### config.mk
export PLATFORM = sky130hd
export DESIGN_NAME = pixel_draw_ctrl
export DESIGN_NICKNAME = d
export VERILOG_FILES = /design/src/rtl/draw_pkg.sv /design/src/rtl/draw_cursor.sv /design/src/rtl/pixel_draw_ctrl.sv
export SDC_FILE = /design/constraint.sdc
export NUM_CORES = 1
export LEC_CHECK = 0
export CORE_MARGIN = 8
export CORE_UTILIZATION = 49
export CTS_BUF_LIST = sky130_fd_sc_hd__clkbuf_4
export CTS_CLUSTER_SIZE = 10
export DETAILED_ROUTE_END_ITERATION = 8
export PLACE_DENSITY = 0.82
export SKIP_LAST_GASP = 1
export SYNTH_ARGS = -nofsm -noshare
export SYNTH_HDL_FRONTEND = slang
export SYNTH_SLANG_ARGS = --single-unit
### constraint.sdc
create_clock -name clk -period 2 [get_ports clk]
set_input_delay 0.2 -clock clk [delete_from_list [all_inputs] [get_ports clk]]
set_output_delay 0.2 -clock clk [all_outputs]
set_load 0.01 [all_outputs]
### src/rtl/draw_pkg.sv
// Shared types and widths for the pixel draw controller.
package draw_pkg;
  localparam int ADDR_W = 16;
  localparam int RGB_W  = 9;
  localparam int CRD_W  = 8;

  typedef enum logic [1:0] {
    OP_PLOT     = 2'b00,
    OP_FILL_ROW = 2'b01,
    OP_CLEAR    = 2'b10,
    OP_RSVD     = 2'b11
  } op_e;

  typedef enum logic [1:0] {
    ST_IDLE = 2'd0,
    ST_PLOT = 2'd1,
    ST_FILL = 2'd2
  } state_e;
endpackage

### src/rtl/draw_cursor.sv
// Column/row cursor: load, advance with XMAX->0 column wrap, last-pixel flag.
module draw_cursor
  import draw_pkg::*;
#(
  parameter int XMAX = 159,
  parameter int YMAX = 119
) (
  input  logic             clk,
  input  logic             NRST,
  input  logic             i_load,
  input  logic [CRD_W-1:0] i_col0,
  input  logic [CRD_W-1:0] i_row0,
  input  logic             i_adv,
  input  logic             i_row_mode,
  output logic [CRD_W-1:0] o_col,
  output logic [CRD_W-1:0] o_row,
  output logic             o_last
);
  localparam logic [CRD_W-1:0] XM = CRD_W'(XMAX);
  localparam logic [CRD_W-1:0] YM = CRD_W'(YMAX);

  logic [CRD_W-1:0] r_col;
  logic [CRD_W-1:0] r_row;
  logic             w_col_end;

  // ">=" so an out-of-range start column counts as the end of the row.
  assign w_col_end = (r_col >= XM);
  assign o_last    = w_col_end && (i_row_mode || (r_row >= YM));
  assign o_col     = r_col;
  assign o_row     = r_row;

  always_ff @(posedge clk) begin
    if (!NRST) begin
      r_col <= '0;
      r_row <= '0;
    end else if (i_load) begin
      r_col <= i_col0;
      r_row <= i_row0;
    end else if (i_adv) begin
      if (w_col_end) begin
        r_col <= '0;
        r_row <= r_row + 8'd1;
      end else begin
        r_col <= r_col + 8'd1;
      end
    end
  end
endmodule

### src/rtl/pixel_draw_ctrl.sv
// Pixel draw controller: PLOT / FILL_ROW / CLEAR into VRAM, display reads take priority.
// Optional macro DRAW_BOUNDS_CHECK_EN rejects out-of-range PLOT/FILL_ROW with err.
module pixel_draw_ctrl
  import draw_pkg::*;
#(
  parameter int XMAX = 159,
  parameter int YMAX = 119
) (
  input  logic              clk,
  input  logic              NRST,
  input  logic              cmd_valid,
  output logic              cmd_ready,
  input  logic [1:0]        cmd_op,
  input  logic [CRD_W-1:0]  x,
  input  logic [CRD_W-1:0]  y,
  input  logic [RGB_W-1:0]  rgb,
  input  logic              disp_req,
  input  logic [ADDR_W-1:0] disp_addr,
  output logic [ADDR_W-1:0] vram_addr,
  output logic              vram_we,
  output logic [RGB_W-1:0]  vram_wdata,
  output logic              busy,
  output logic              done,
  output logic              err
);
  state_e            r_state;
  op_e               r_op;
  logic [RGB_W-1:0]  r_rgb;
  logic [ADDR_W-1:0] r_vram_addr;
  logic              r_vram_we;
  logic [RGB_W-1:0]  r_vram_wdata;
  logic              r_done;
  logic              r_err;

  op_e              w_op;
  logic             w_accept;
  logic             w_issue;
  logic             w_adv;
  logic             w_last;
  logic             w_oob;
  logic [CRD_W-1:0] w_col;
  logic [CRD_W-1:0] w_row;
  logic [CRD_W-1:0] w_col0;
  logic [CRD_W-1:0] w_row0;

  assign w_op     = op_e'(cmd_op);
  assign w_accept = (r_state == ST_IDLE) && cmd_valid;
  assign w_issue  = (r_state != ST_IDLE) && !disp_req;
  assign w_adv    = (r_state == ST_FILL) && !disp_req && !w_last;
  assign w_col0   = (w_op == OP_CLEAR) ? '0 : x;
  assign w_row0   = (w_op == OP_CLEAR) ? '0 : y;

`ifdef DRAW_BOUNDS_CHECK_EN
  assign w_oob = (x > CRD_W'(XMAX)) || (y > CRD_W'(YMAX));
`else
  assign w_oob = 1'b0;
`endif

  draw_cursor #(.XMAX(XMAX), .YMAX(YMAX)) u_cursor (
    .clk        (clk),
    .NRST       (NRST),
    .i_load     (w_accept),
    .i_col0     (w_col0),
    .i_row0     (w_row0),
    .i_adv      (w_adv),
    .i_row_mode (r_op == OP_FILL_ROW),
    .o_col      (w_col),
    .o_row      (w_row),
    .o_last     (w_last)
  );

  always_ff @(posedge clk) begin
    if (!NRST) begin
      r_state      <= ST_IDLE;
      r_op         <= OP_PLOT;
      r_rgb        <= '0;
      r_vram_addr  <= '0;
      r_vram_we    <= 1'b0;
      r_vram_wdata <= '0;
      r_done       <= 1'b0;
      r_err        <= 1'b0;
    end else begin
      r_done <= 1'b0;
      // Display read owns the port; the draw simply stalls that cycle.
      if (disp_req) begin
        r_vram_addr <= disp_addr;
        r_vram_we   <= 1'b0;
      end else if (w_issue) begin
        r_vram_addr  <= {w_row, w_col};
        r_vram_we    <= 1'b1;
        r_vram_wdata <= r_rgb;
      end else begin
        r_vram_we <= 1'b0;
      end

      case (r_state)
        ST_IDLE: begin
          if (cmd_valid) begin
            r_op  <= w_op;
            r_rgb <= rgb;
            if (w_op == OP_RSVD || (w_op != OP_CLEAR && w_oob)) begin
              r_err  <= 1'b1;
              r_done <= 1'b1;
            end else if (w_op == OP_PLOT) begin
              r_state <= ST_PLOT;
            end else begin
              r_state <= ST_FILL;
            end
          end
        end
        ST_PLOT: begin
          if (!disp_req) begin
            r_state <= ST_IDLE;
            r_done  <= 1'b1;
          end
        end
        ST_FILL: begin
          if (!disp_req && w_last) begin
            r_state <= ST_IDLE;
            r_done  <= 1'b1;
          end
        end
        default: r_state <= ST_IDLE;
      endcase
    end
  end

  assign cmd_ready  = (r_state == ST_IDLE);
  assign busy       = (r_state != ST_IDLE);
  assign vram_addr  = r_vram_addr;
  assign vram_we    = r_vram_we;
  assign vram_wdata = r_vram_wdata;
  assign done       = r_done;
  assign err        = r_err;
endmodule
# --- Word level (Yosys, flattened, before mapping) ---
# Cells that the tools add are included.
# Widths: inputs -> output; s select.
word_totals:
  ff_bits: 57
  out_inout_bits: 30
  wordCells: 68
  input_bits: 47
classes:
  magnitude_cmp: 2
  n_addsub: 2
  muxes: 22
  bitwise: 2
  n_reduce_logical: 21
  n_eq_ne: 9
ops:
  columns: ["op", "n"]
  rows:
  - ["$mux 8", 8]
  - ["$mux 16", 2]
  - ["$add 8x1->8 const B", 2]
  - ["$mux 2", 5]
  - ["$ge 8x7->1 const B", 1]
  - ["$ge 8x8->1 const B", 1]
  - ["$reduce_bool 2->1", 4]
  - ["$eq 2x2->1 const B", 3]
  - ["$logic_and 1x1->1", 6]
  - ["$ne 2x2->1 const B", 3]
  - ["$pmux 2 s3", 1]
  - ["$reduce_and 2->1", 3]
  - ["$mux 1", 5]
  - ["$eq 2x1->1 const B", 2]
  - ["$logic_not 2->1", 2]
  - ["$reduce_and 4->1", 1]
  - ["$pmux 1 s3", 1]
  - ["$reduce_and 3->1", 1]
  - ["$logic_not 1->1", 2]
  - ["$ne 2x1->1 const B", 1]
  - ["$not 1->1", 2]
  - ["$reduce_or 2->1", 1]
  - ["$logic_or 1x1->1", 1]

# --- Longest topological paths before layout ---
# Gate-level depths: netlist of run 1.
logic_depth:
  ltp_word: 7
  depth_mapped: 7
  ltp_nobuf: 6

# --- By module ---
# A second synthesis of run 1 with hierarchy kept.
unflattened:
  cells_unflattened: 320
  hier_area_um2: 2827.7
modules_own_cells:
  columns: ["module", "area_per_inst_um2", "cells_per_inst", "n_inst", "seq_area_each_um2"]
  rows:
  - ["pixel_draw_ctrl", 1871.8, 207, 1, 820.8]
  - ["draw_cursor", 955.9, 113, 1, 320.3]

# --- Worst setup path after synthesis of run 1 ---
# OpenSTA, ideal clock, no wires.
synth_timing:
  path_kind: "reg-to-reg"
  startpoint: "register u_cursor.r_row[0] (netlist: u_cursor.o_row[0])"
  endpoint: "register u_cursor.r_col[0] (netlist: u_cursor.o_col[0])"
  t_arrival_ns: 1.626
  path_buffers: 1
  required_time_ns: 1.914
  stages_incl_launch_ff: 8
  setup_ns: 0.086
  period_less_slack_ns: 1.712
  slack_ns: 0.288
  cell_sequence: "dfxtp_1 -> ha_1 -> a21o_1 -> a211oi_1 -> a2bb2oi_1 -> buf_2 -> nor2_1 -> a211oi_1"
synth_via:
  elab_chain_len: 6
synth_rtl:
  columns: ["item", "line_no", "rtl"]
  rows:
  - ["start, declared", "draw_cursor.sv:23", "logic [CRD_W-1:0] r_row;"]
  - ["start signal, assigned", "draw_cursor.sv:38", "r_row <= i_row0;"]
  - ["start signal, assigned", "draw_cursor.sv:42", "r_row <= r_row + 8'd1;"]
  - ["$ge 8x7->1", "draw_cursor.sv:28", "assign o_last = w_col_end && (i_row_mode || (r_row >= YM));"]
  - ["$logic_or 1x1->1", "draw_cursor.sv:28", null]
  - ["$logic_and 1x1->1", "draw_cursor.sv:28", null]
  - ["$logic_not 1->1", "pixel_draw_ctrl.sv:49", "assign w_adv = (r_state == ST_FILL) && !disp_req && !w_last;"]
  - ["$logic_and 1x1->1", "pixel_draw_ctrl.sv:49", null]
  - ["$reduce_bool 2->1 (no source line)", null, null]
  - ["end signal, assigned", "draw_cursor.sv:37", "r_col <= i_col0;"]
  - ["end signal, assigned", "draw_cursor.sv:44", "r_col <= r_col + 8'd1;"]
  - ["end, declared", "draw_cursor.sv:22", "logic [CRD_W-1:0] r_col;"]
# Every way passes these cells.
# A chain may end at the register's enable or synchronous reset.

# --- Final worst setup path of run 1 ---
layout_timing:
  startpoint: "register r_state[0]"
  endpoint: "output port cmd_ready"
layout_via:
  elab_chain_len: 1
layout_rtl:
  columns: ["item", "line_no", "rtl"]
  rows:
  - ["start, declared", "pixel_draw_ctrl.sv:26", "state_e r_state;"]
  - ["start signal, assigned", "pixel_draw_ctrl.sv:74", "r_state <= ST_IDLE;"]
  - ["start signal, assigned", "pixel_draw_ctrl.sv:105", "r_state <= ST_PLOT;"]
  - ["start signal, assigned", "pixel_draw_ctrl.sv:107", "r_state <= ST_FILL;"]
  - ["$logic_not 2->1", "pixel_draw_ctrl.sv:128", "assign cmd_ready = (r_state == ST_IDLE);"]
  - ["end, declared", "pixel_draw_ctrl.sv:12", "output logic cmd_ready,"]
# Every way passes these cells.

==> impl_metrics.env, run 1 <==
export IMPL_htreeDepth=3
export IMPL_wl_per_cell_um=15.11
export IMPL_post_route_util_pct=70.39
export IMPL_numClockSinks=57
export IMPL_avgSynthCellArea_um2=7.626
export IMPL_hpwl_um=5722
export IMPL_total_power_mw=2.762
export IMPL_cts_root_buf="clkbuf_4"
export IMPL_dr_pass1_iters=4
export IMPL_yosysSeqAreaShare_pct=42.88
export IMPL_hp_class="input port to flip-flop"
export IMPL_power_density_nw_per_um2=730.5
export IMPL_max_stage_delay_ns=0.58
export IMPL_setup_tns_ns=0
export IMPL_critical_path_arrival_ns=1.69
export IMPL_cp_depth=3
export IMPL_endpoint="cmd_ready"
export IMPL_grt_first_pass_wirelength_um=12440
export IMPL_setup_viol=0
export IMPL_routed_via_density=5.444
export IMPL_cts_path_max_buffers=2
export IMPL_antenna_found_initial=0
export IMPL_totalWireLength_um=7721
export IMPL_port_buffers=76
export IMPL_max_slew_margin_pct=57.55
export IMPL_fin_area_um2=3781
export IMPL_routed_via_count=2782
export IMPL_area_growth_pct=42.08
export IMPL_syn_inst=349
export IMPL_cts_buffers=9
export IMPL_ys_flop_type="dfxtp_1"
export IMPL_drive_above_1_share_pct=12.30
export IMPL_worst_pin_slew_ns=0.6344
export IMPL_fin_nets=483
export IMPL_tritoncts="built"
export IMPL_leakage_nw=1.421
export IMPL_path_clk_slew_ns=0.11
export IMPL_cp_start_kind="flip-flop"
export IMPL_crit_path_end_kind="output port"
export IMPL_synth_edf_count=0
export IMPL_chipHeight_um=89.70
export IMPL_diodes=0
export IMPL_fmax_mhz=530.5
export IMPL_place_ws_ns=-0.03691
export IMPL_cp_max_fo=15
export IMPL_grt_pass1_vias=2656
export IMPL_r2r_end="u_cursor.o_col[5]"
export IMPL_async_reset_ff_share_pct=0
export IMPL_final_setup_worst_slack_ns=0.1149
export IMPL_critical_path_cell_chain="buf_4, nor2_4, clkdlybuf4s50_1"
export IMPL_yosys_warnings=0
export IMPL_cp_buffers_inverters=2
export IMPL_place_inst=495
export IMPL_ys_ff_latch=57
export IMPL_synth_area_um2=2661
export IMPL_core_area_um2=5371
export IMPL_peakVddDrop_v=0.0006245
export IMPL_fin_crit_sh_pct=94.26
export IMPL_startpoint="r_state[0]"
export IMPL_status="completed"
export IMPL_num_rows=27
export IMPL_drc=0
export IMPL_cp_required_ns=1.80
export IMPL_die_w_um=89.70
export IMPL_gp_congestion=0.9379
export IMPL_slowest_stage="clkdlybuf4s50_1"
export IMPL_post_dp_cell_area_um2=3597
export IMPL_detail_route_antenna_nets=0
export IMPL_max_cap_viol_count=0
export IMPL_instances_no_fill=511
export IMPL_grtUsageTotal_pct=20.12
export IMPL_period_needed_ns=1.885
export IMPL_grt_max_degree=39
export IMPL_drv_slew=0
export IMPL_timing_rr_start="u_cursor.o_col[1]"
export IMPL_ys_types=43
export IMPL_postCtsSetupRepairBufs=0
export IMPL_clk_latency_ns=0.40
export IMPL_critPathTopFamily="buffers and inverters"
export IMPL_initial_core_util_pct=49.55
export IMPL_skew_ns=0.01090
export IMPL_pin_count=77
export IMPL_rr_worst_depth=7
export IMPL_synth_nets=398
export IMPL_worst_setup_path_type="flip-flop to output port"
export IMPL_holdWs_ns=0.3396
export IMPL_die_area_um2=8045
export IMPL_drtIter0Drc=177
export IMPL_hold_violations=0
export IMPL_overflow=0
export IMPL_r2r_setup_slack_ns=0.13
registers in the layout, summed over array words and instances, names as in the netlist:
signal          flops
vram_addr          16
err                 1
r_rgb               9
u_cursor.o_col      8
vram_wdata          9
done                1
r_op                2
u_cursor.o_row      8
vram_we             1
r_state             2
cell usage after synthesis, types with 3 or more instances:
| cell type | n | share of area [%] |
|---|---|---|
| and3_1 | 9 | 2.1 |
| a211oi_1 | 8 | 2.3 |
| inv_1 | 5 | 0.71 |
| a21oi_1 | 67 | 13 |
| o31ai_1 | 4 | 1.1 |
| a32o_1 | 3 | 1.1 |
| and2_1 | 3 | 0.71 |
| xor2_1 | 5 | 1.6 |
| o211ai_1 | 3 | 0.85 |
| nand3_1 | 11 | 2.1 |
| o21ai_0 | 23 | 4.3 |
| nand4_1 | 3 | 0.71 |
| dfxtp_1 | 57 | 43 |
| clkbuf_1 | 22 | 3.1 |
| nand2_1 | 63 | 8.9 |
| nor2_1 | 27 | 3.8 |
routing by layer:
layer	track usage [%]	routed length, µm
met2	32.82	3677
met3	6.551	659
met1	23.78	3275
met5	0	0
met4	8.157	108
worst reg2reg max path, delay by kind of cell, from the launching register on:
family | cells | cell delay, ns
compound gates | 3 | 0.66
flops | 1 | 0.37
simple gates | 2 | 0.35
fa+ha+maj | 1 | 0.22
buf+inv | 1 | 0.18
layout by cell type, fill, tap and decap left out, types with 3 or more instances in the layout:
master	n
buf_4	24
o31ai_1	4
nand2_1	63
a32o_1	3
o211ai_1	3
o21ai_0	23
and2_1	3
a211oi_1	7
nand4_1	3
clkbuf_4	9
nand3_1	11
clkdlybuf4s50_1	76
nor2_1	26
dfxtp_1	55
and3_1	9
xor2_1	5
a21oi_1	67
inv_1	5
power breakdown:
part / switching, mW / internal [mW]
clock network: 0.446 / 0.506
registers: 0.0546 / 1.21
logic: 0.274 / 0.276
how the worst min path moves through the flow:
stage | startpoint | endpoint | slack [ns] | cells past startpoint
floorplan | y[3] | u_cursor.o_row[3] | 0.33 | 2
CTS | rgb[1] | r_rgb[1] | 0.32 | 3
global placement | r_rgb[6] | vram_wdata[6] | 0.44 | 2
finish | rgb[1] | r_rgb[1] | 0.34 | 3
global route | rgb[1] | r_rgb[1] | 0.36 | 3
detailed placement | r_rgb[8] | vram_wdata[8] | 0.44 | 2
logic make-up after synthesis:
family          share of synthesized area [%]
mux                                    0.7992
xor+xnor                                2.304
flops                                   42.88
buf+inv                                 4.467
compound gates                          25.91
fa+ha+maj                              0.9401
simple gates                            22.71
what timing repair did:
action / in CTS / in global routing
hold buffers: 0 / 0
gates cloned: 0 / 0
resized for setup: 2 / 5
endpoints found under the setup margin: 2 / 13
cell type report:
| type | count | area [µm²] |
|---|---|---|
| flip-flops and latches | 57 | 1144 |
| repair buffers | 100 | 940.9 |
| well taps | 72 | 90.09 |
| inverters | 5 | 18.77 |
| clock inverters | 7 | 93.84 |
| multi-input cells | 261 | 1426 |
| clock buffers | 9 | 67.56 |
| fillers | 440 | 1590 |
No activity file was read; power rests on OpenSTA's default activity.
==> run 2, diff against run 1 <==
Settings changed: CORE_ASPECT_RATIO from default to 2.
==> run 2 against run 1 <==
Net effect: flip-flop and latch count unchanged; critical path depth increased by 4; clock-buffer cell count stayed put; sequential power about the same.
==> impl_metrics.env, run 2 (same netlist as run 1, synthesis figures left out) <==
export IMPL_status="completed"
export IMPL_chipHeight_um=120.2
export IMPL_path_clk_slew_ns=0.12
export IMPL_wl_per_cell_um=15.80
export IMPL_hpwl_um=5774
export IMPL_drive_above_1_share_pct=11.44
export IMPL_pin_count=77
export IMPL_place_inst=481
export IMPL_cp_start_kind="flip-flop"
export IMPL_tritoncts="built"
export IMPL_routed_via_count=2774
export IMPL_die_w_um=68.11
export IMPL_numClockSinks=57
export IMPL_rsz0062_at_grt="true"
export IMPL_hold_end="r_rgb[0]"
export IMPL_instances_no_fill=497
export IMPL_num_rows=38
export IMPL_largest_reg_flops=16
export IMPL_slowest_stage="dfxtp_1"
export IMPL_fillCellCount=445
export IMPL_setup_viol=0
export IMPL_total_power_mw=2.940
export IMPL_layout_commonest_cell="clkdlybuf4s50_1"
export IMPL_fmax_mhz=536.7
export IMPL_grt_first_pass_wirelength_um=12920
export IMPL_worst_setup_path_type="flip-flop to flip-flop"
export IMPL_crit_path_end_kind="flip-flop"
export IMPL_critical_path_arrival_ns=2.19
export IMPL_post_route_util_pct=71.36
export IMPL_mostFrequentLayoutCells="clkdlybuf4s50_1 (75), a21oi_1 (67), nand2_1 (63)"
export IMPL_power_density_nw_per_um2=773.6
export IMPL_cp_common_cell="nand4_1"
export IMPL_core_area_um2=5325
export IMPL_max_stage_delay_ns=0.43
export IMPL_cp_max_fo=5
export IMPL_cts_buffers=9
export IMPL_drtIter0Drc=132
export IMPL_totalWireLength_um=7855
export IMPL_peakVddDrop_v=0.0006040
export IMPL_cts_root_buf="clkbuf_4"
export IMPL_clk_latency_ns=0.42
export IMPL_dr_pass1_iters=4
export IMPL_gp_congestion=0.8926
export IMPL_htreeDepth=3
export IMPL_holdWs_ns=0.3176
export IMPL_max_slew_margin_pct=59.31
export IMPL_hold_path_cell_count=3
export IMPL_leakage_nw=1.453
export IMPL_rr_worst_depth=7
export IMPL_area_growth_pct=42.78
export IMPL_max_cap_viol_count=0
export IMPL_antenna_found_initial=0
export IMPL_hp_start="rgb[0]"
export IMPL_worst_pin_slew_ns=0.6081
export IMPL_cts_path_max_buffers=2
export IMPL_hp_class="input port to flip-flop"
export IMPL_period_needed_ns=1.863
export IMPL_routed_via_density=5.581
export IMPL_drv_slew=0
export IMPL_grt_pass1_vias=2846
export IMPL_initial_core_util_pct=49.98
export IMPL_cp_required_ns=2.33
export IMPL_timing_rr_start="u_cursor.o_col[1]"
export IMPL_r2r_end="u_cursor.o_row[6]"
export IMPL_port_buffers=76
export IMPL_detail_route_antenna_nets=0
export IMPL_overflow=0
export IMPL_hold_violations=0
export IMPL_drc=0
export IMPL_fin_nets=481
export IMPL_die_area_um2=8188
export IMPL_grt_max_degree=50
export IMPL_grtUsageTotal_pct=19.82
export IMPL_fin_crit_sh_pct=93.15
export IMPL_diodes=0
export IMPL_critical_path_cell_chain="ha_1, nand4_1, buf_4, a22oi_2, and2_4, nand4_1, a211oi_1"
export IMPL_skew_ns=0.01637
export IMPL_r2r_setup_slack_ns=0.14
[run 2: changes by cell type in the layout (fill, tap and decap cells not counted), sizes merged]
cell | before | now
buf | 24 | 22
clkinvlp | 2 | 0
bufinv | 2 | 3
clkdlybuf4s50 | 76 | 75
dlymetal6s2s | 0 | 1
inv | 6 | 7
[run 2: area by class of cell]
cell class,instances,area [µm²],share of cell area [%]
inverter,5,18.77,0.4939
timing repair buffer,98,952.2,25.06
clock buffer,9,67.56,1.778
multi-input combinational,261,1419,37.34
sequential,57,1142,30.06
tap,60,75.07,1.976
clock inverter,7,125.1,3.293
[run 2: timing repair]
action / in CTS / in global routing
endpoints found under the setup margin: 1 / 14
hold buffers: 0 / 0
buffers inserted: 0 / 0
pin swaps: 0 / 0
gates resized for setup: 3 / 5
endpoints found under the hold margin: 0 / 0
[run 2: worst max-delay path by stage]
stage | slack, ns | depth (start not counted) | end | start
final | 0.14 | 7 | u_cursor.o_row[6] | u_cursor.o_col[1]
after global routing | -0.02 | 7 | u_cursor.o_row[6] | u_cursor.o_col[1]
after CTS | 0.003 | 5 | busy | r_state[1]
after detailed placement | -0.04 | 6 | u_cursor.o_row[1] | disp_req
after global placement | 0.001 | 6 | u_cursor.o_row[5] | disp_req
after floorplan | 0.29 | 7 | u_cursor.o_col[0] | u_cursor.o_row[0]
[run 2: layer usage]
layer  vias to the layer above  wire, µm  track usage [%]
met2                        85      3758            30.89
li1                       1390         -                -
met5                         -         0                0
met4                         0       163            9.290
met3                        14       570            7.044
met1                      1285      3363            23.21
[run 2: critical path: cells and delay by family, from the launching register on]
family                     cells  cell delay [ns]
adders and majority gates      1             0.21
AOI/OAI and AO/OA              2             0.48
and+or+nand+nor                3             0.48
DFF                            1             0.43
buffers and inverters          1             0.19
[run 2: per-stage QoR]
step / TNS, ns / area [µm²] / worst slack, ns
2_1_floorplan: 0 / 2661 / 0.2885
3_3_place_gp: 0 / 3580 / 0.001072
3_5_place_dp: -0.1545 / 3580 / -0.04477
4_1_cts: 0 / 3780 / 0.003422
5_1_grt: -0.01846 / 3800 / -0.01846
6_report: 0 / 3800 / 0.1369
[run 2: power by group]
| group | switching, mW | leakage, nW | internal [mW] | total [mW] |
|---|---|---|---|---|
| clock network | 0.481 | 0.101 | 0.645 | 1.13 |
| registers | 0.0565 | 0.468 | 1.21 | 1.26 |
| logic | 0.274 | 0.884 | 0.277 | 0.551 |
| total | 0.812 | 1.45 | 2.13 | 2.94 |
==> run 3, diff against run 2 <==
Settings changed: CTS_CLUSTER_DIAMETER from default to 120, CTS_CLUSTER_SIZE 10 to default, GPL_TIMING_DRIVEN from default to 0.
==> run 3 against run 2 <==
Net effect: sequential power barely moved; clock power fell by 29%; register-to-register slack got worse by 0.04 ns; core utilization fell by 1.9 points; maximum frequency fell by 3.2%; cell area fell by 2.7%; combinational power fell by 3%; non-clock buffer count rose by 5; via count rose by 0.40%; highest routed layer unchanged.
==> impl_metrics.env, run 3 (same netlist as run 1, synthesis figures left out) <==
export IMPL_status="completed"
export IMPL_detail_route_antenna_nets=0
export IMPL_die_w_um=68.11
export IMPL_r2r_setup_slack_ns=0.10
export IMPL_grt_first_pass_wirelength_um=13410
export IMPL_wl_per_cell_um=16.50
export IMPL_cp_common_cell="clkbuf_8"
export IMPL_cts_root_buf="clkbuf_4"
export IMPL_drc=0
export IMPL_power_frac_clock_pct=30.8
export IMPL_hold_path_cell_count=3
export IMPL_hold_violations=0
export IMPL_fmax_mhz=519.7
export IMPL_cp_max_fo=10
export IMPL_power_switching_mw=0.7759
export IMPL_hp_class="input port to flip-flop"
export IMPL_power_frac_comb_pct=20.4
export IMPL_drv_slew=0
export IMPL_hpwl_um=6282
export IMPL_drive_above_1_share_pct=9.297
export IMPL_gp_congestion=0.9137
export IMPL_max_cap_viol_count=0
export IMPL_top_layer_used="met4"
export IMPL_numClockSinks=57
export IMPL_max_slew_margin_pct=56.51
export IMPL_critical_path_cell_chain="nor2_2, clkbuf_8, clkbuf_8, inv_1, clkdlybuf4s50_1"
export IMPL_cts_path_max_buffers=2
export IMPL_instances_no_fill=501
export IMPL_place_inst=485
export IMPL_wl_met3_um=658
export IMPL_skew_ns=0.01216
export IMPL_hp_start="rgb[1]"
export IMPL_pwr_share_seq_pct=48.8
export IMPL_cp_required_ns=1.80
export IMPL_post_route_util_pct=69.45
export IMPL_period_needed_ns=1.924
export IMPL_grt_max_degree=11
export IMPL_antenna_found_initial=0
export IMPL_setup_viol=0
export IMPL_routedLengthMet1_um=3330
export IMPL_port_buffers=76
export IMPL_timing_rr_start="u_cursor.o_row[0]"
export IMPL_cp_buffers_inverters=4
export IMPL_post_dp_cell_area_um2=3497
export IMPL_die_area_um2=8188
export IMPL_critical_path_arrival_ns=1.72
export IMPL_peakVddDrop_v=0.0006458
export IMPL_dr_pass1_iters=4
export IMPL_tritoncts="built"
export IMPL_pin_count=77
export IMPL_fin_area_um2=3699
export IMPL_rr_worst_depth=6
export IMPL_p_sw_share_pct=29.73
export IMPL_drtIter0Drc=138
export IMPL_slowest_stage="clkdlybuf4s50_1"
export IMPL_fin_crit_sh_pct=96.21
export IMPL_met2_length_um=4085
export IMPL_rsz0062_at_grt="false"
export IMPL_hold_end="r_rgb[1]"
export IMPL_worst_setup_path_type="flip-flop to output port"
export IMPL_hold_buffers=0
export IMPL_r2r_end="r_state[1]"
export IMPL_initial_core_util_pct=49.98
export IMPL_core_area_um2=5325
export IMPL_p_int_mw=1.834
export IMPL_chipHeight_um=120.2
export IMPL_diodes=0
export IMPL_cts_buffers=9
export IMPL_routed_via_density=5.559
export IMPL_fin_nets=486
export IMPL_routed_via_count=2785
export IMPL_cp_start_kind="flip-flop"
export IMPL_max_stage_delay_ns=0.52
export IMPL_mostFrequentLayoutCells="clkdlybuf4s50_1 (75), a21oi_1 (67), nand2_1 (63)"
export IMPL_htreeDepth=3
export IMPL_clk_latency_ns=0.41
export IMPL_totalWireLength_um=8265
export IMPL_critPathTopFamily="buffers and inverters"
export IMPL_worst_pin_slew_ns=0.6499
export IMPL_overflow=0
export IMPL_crit_path_end_kind="output port"
export IMPL_setup_tns_ns=0
export IMPL_fillCellCount=441
export IMPL_num_rows=38
export IMPL_power_density_nw_per_um2=705.5
export IMPL_grtUsageTotal_pct=20.90
export IMPL_layout_commonest_cell="clkdlybuf4s50_1"
export IMPL_grt_pass1_vias=2882
export IMPL_leakage_nw=1.351
export IMPL_largest_reg_flops=16
export IMPL_path_clk_slew_ns=0.10
export IMPL_area_growth_pct=38.98
==> run 3: cell count changes in the layout (fill, tap and decap cells not counted), moves of 3 or more <==
cell / before / now
clkinv_2: 0 / 3
clkbuf_1: 0 / 17
dfxtp_2: 1 / 4
buf_4: 19 / 2
dfxtp_1: 56 / 52
==> run 3: power groups by stage <==
stage	combinational, mW	clock, mW	sequential [mW]
after global placement	0.499	0	1.29
after floorplan	0.265	0	1.29
after CTS	0.528	0.817	1.26
after global routing	0.587	0.856	1.28
after detailed placement	0.510	0	1.29
final	0.534	0.804	1.27
==> run 3: routing by layer <==
layer / vias up / global-route usage (%)
met5: - / 0
met1: 1273 / 23.11
met3: 14 / 6.673
met2: 95 / 34.61
li1: 1403 / -
met4: 0 / 9.548
==> run 3: area by class of cell <==
class	instances	area, µm²	share of cell area (%)
multi-input cells	261	1428	38.60
flip-flops and latches	57	1150	31.09
repair buffers	79	779.5	21.08
plain buffers	24	120.1	3.248
well taps	60	75.07	2.030
clock buffers	9	67.56	1.827
clock inverters	6	60.06	1.624
inverters	5	18.77	0.5074
==> run 3: stage by stage <==
step	total power [mW]	hold slack (ns)	setup WS, ns
2_1_floorplan	1.551	0.3324	0.2885
3_3_place_gp	1.784	0.4374	-0.2450
3_5_place_dp	1.799	0.4415	-0.3161
4_1_cts	2.609	0.3080	0.02199
5_1_grt	2.726	0.3379	0.005676
6_report	2.609	0.3302	0.07582
==> run 3: tightest hold or removal path, cell delays in order <==
cell and delay [ns]:
clkdlybuf4s50_1 0.39, nand2_1 0.05, a21oi_1 0.05
==> run 3: worst max-delay path by stage <==
stage	start	to	slack (ns)	depth (start not counted)
finish	r_state[1]	busy	0.08	5
global route	u_cursor.o_row[0]	r_state[1]	0.006	6
CTS	u_cursor.o_col[1]	u_cursor.o_col[2]	0.02	6
detailed placement	cmd_valid	u_cursor.o_col[7]	-0.32	6
global placement	cmd_valid	u_cursor.o_col[7]	-0.24	6
floorplan	u_cursor.o_row[0]	u_cursor.o_col[0]	0.29	7
==> run 3: timing repair <==
action | CTS | global route
cloned | 0 | 1
setup endpoints to repair | 9 | 16
resized for setup | 13 | 11
buffers inserted | 1 | 1
pin swaps | 0 | 2
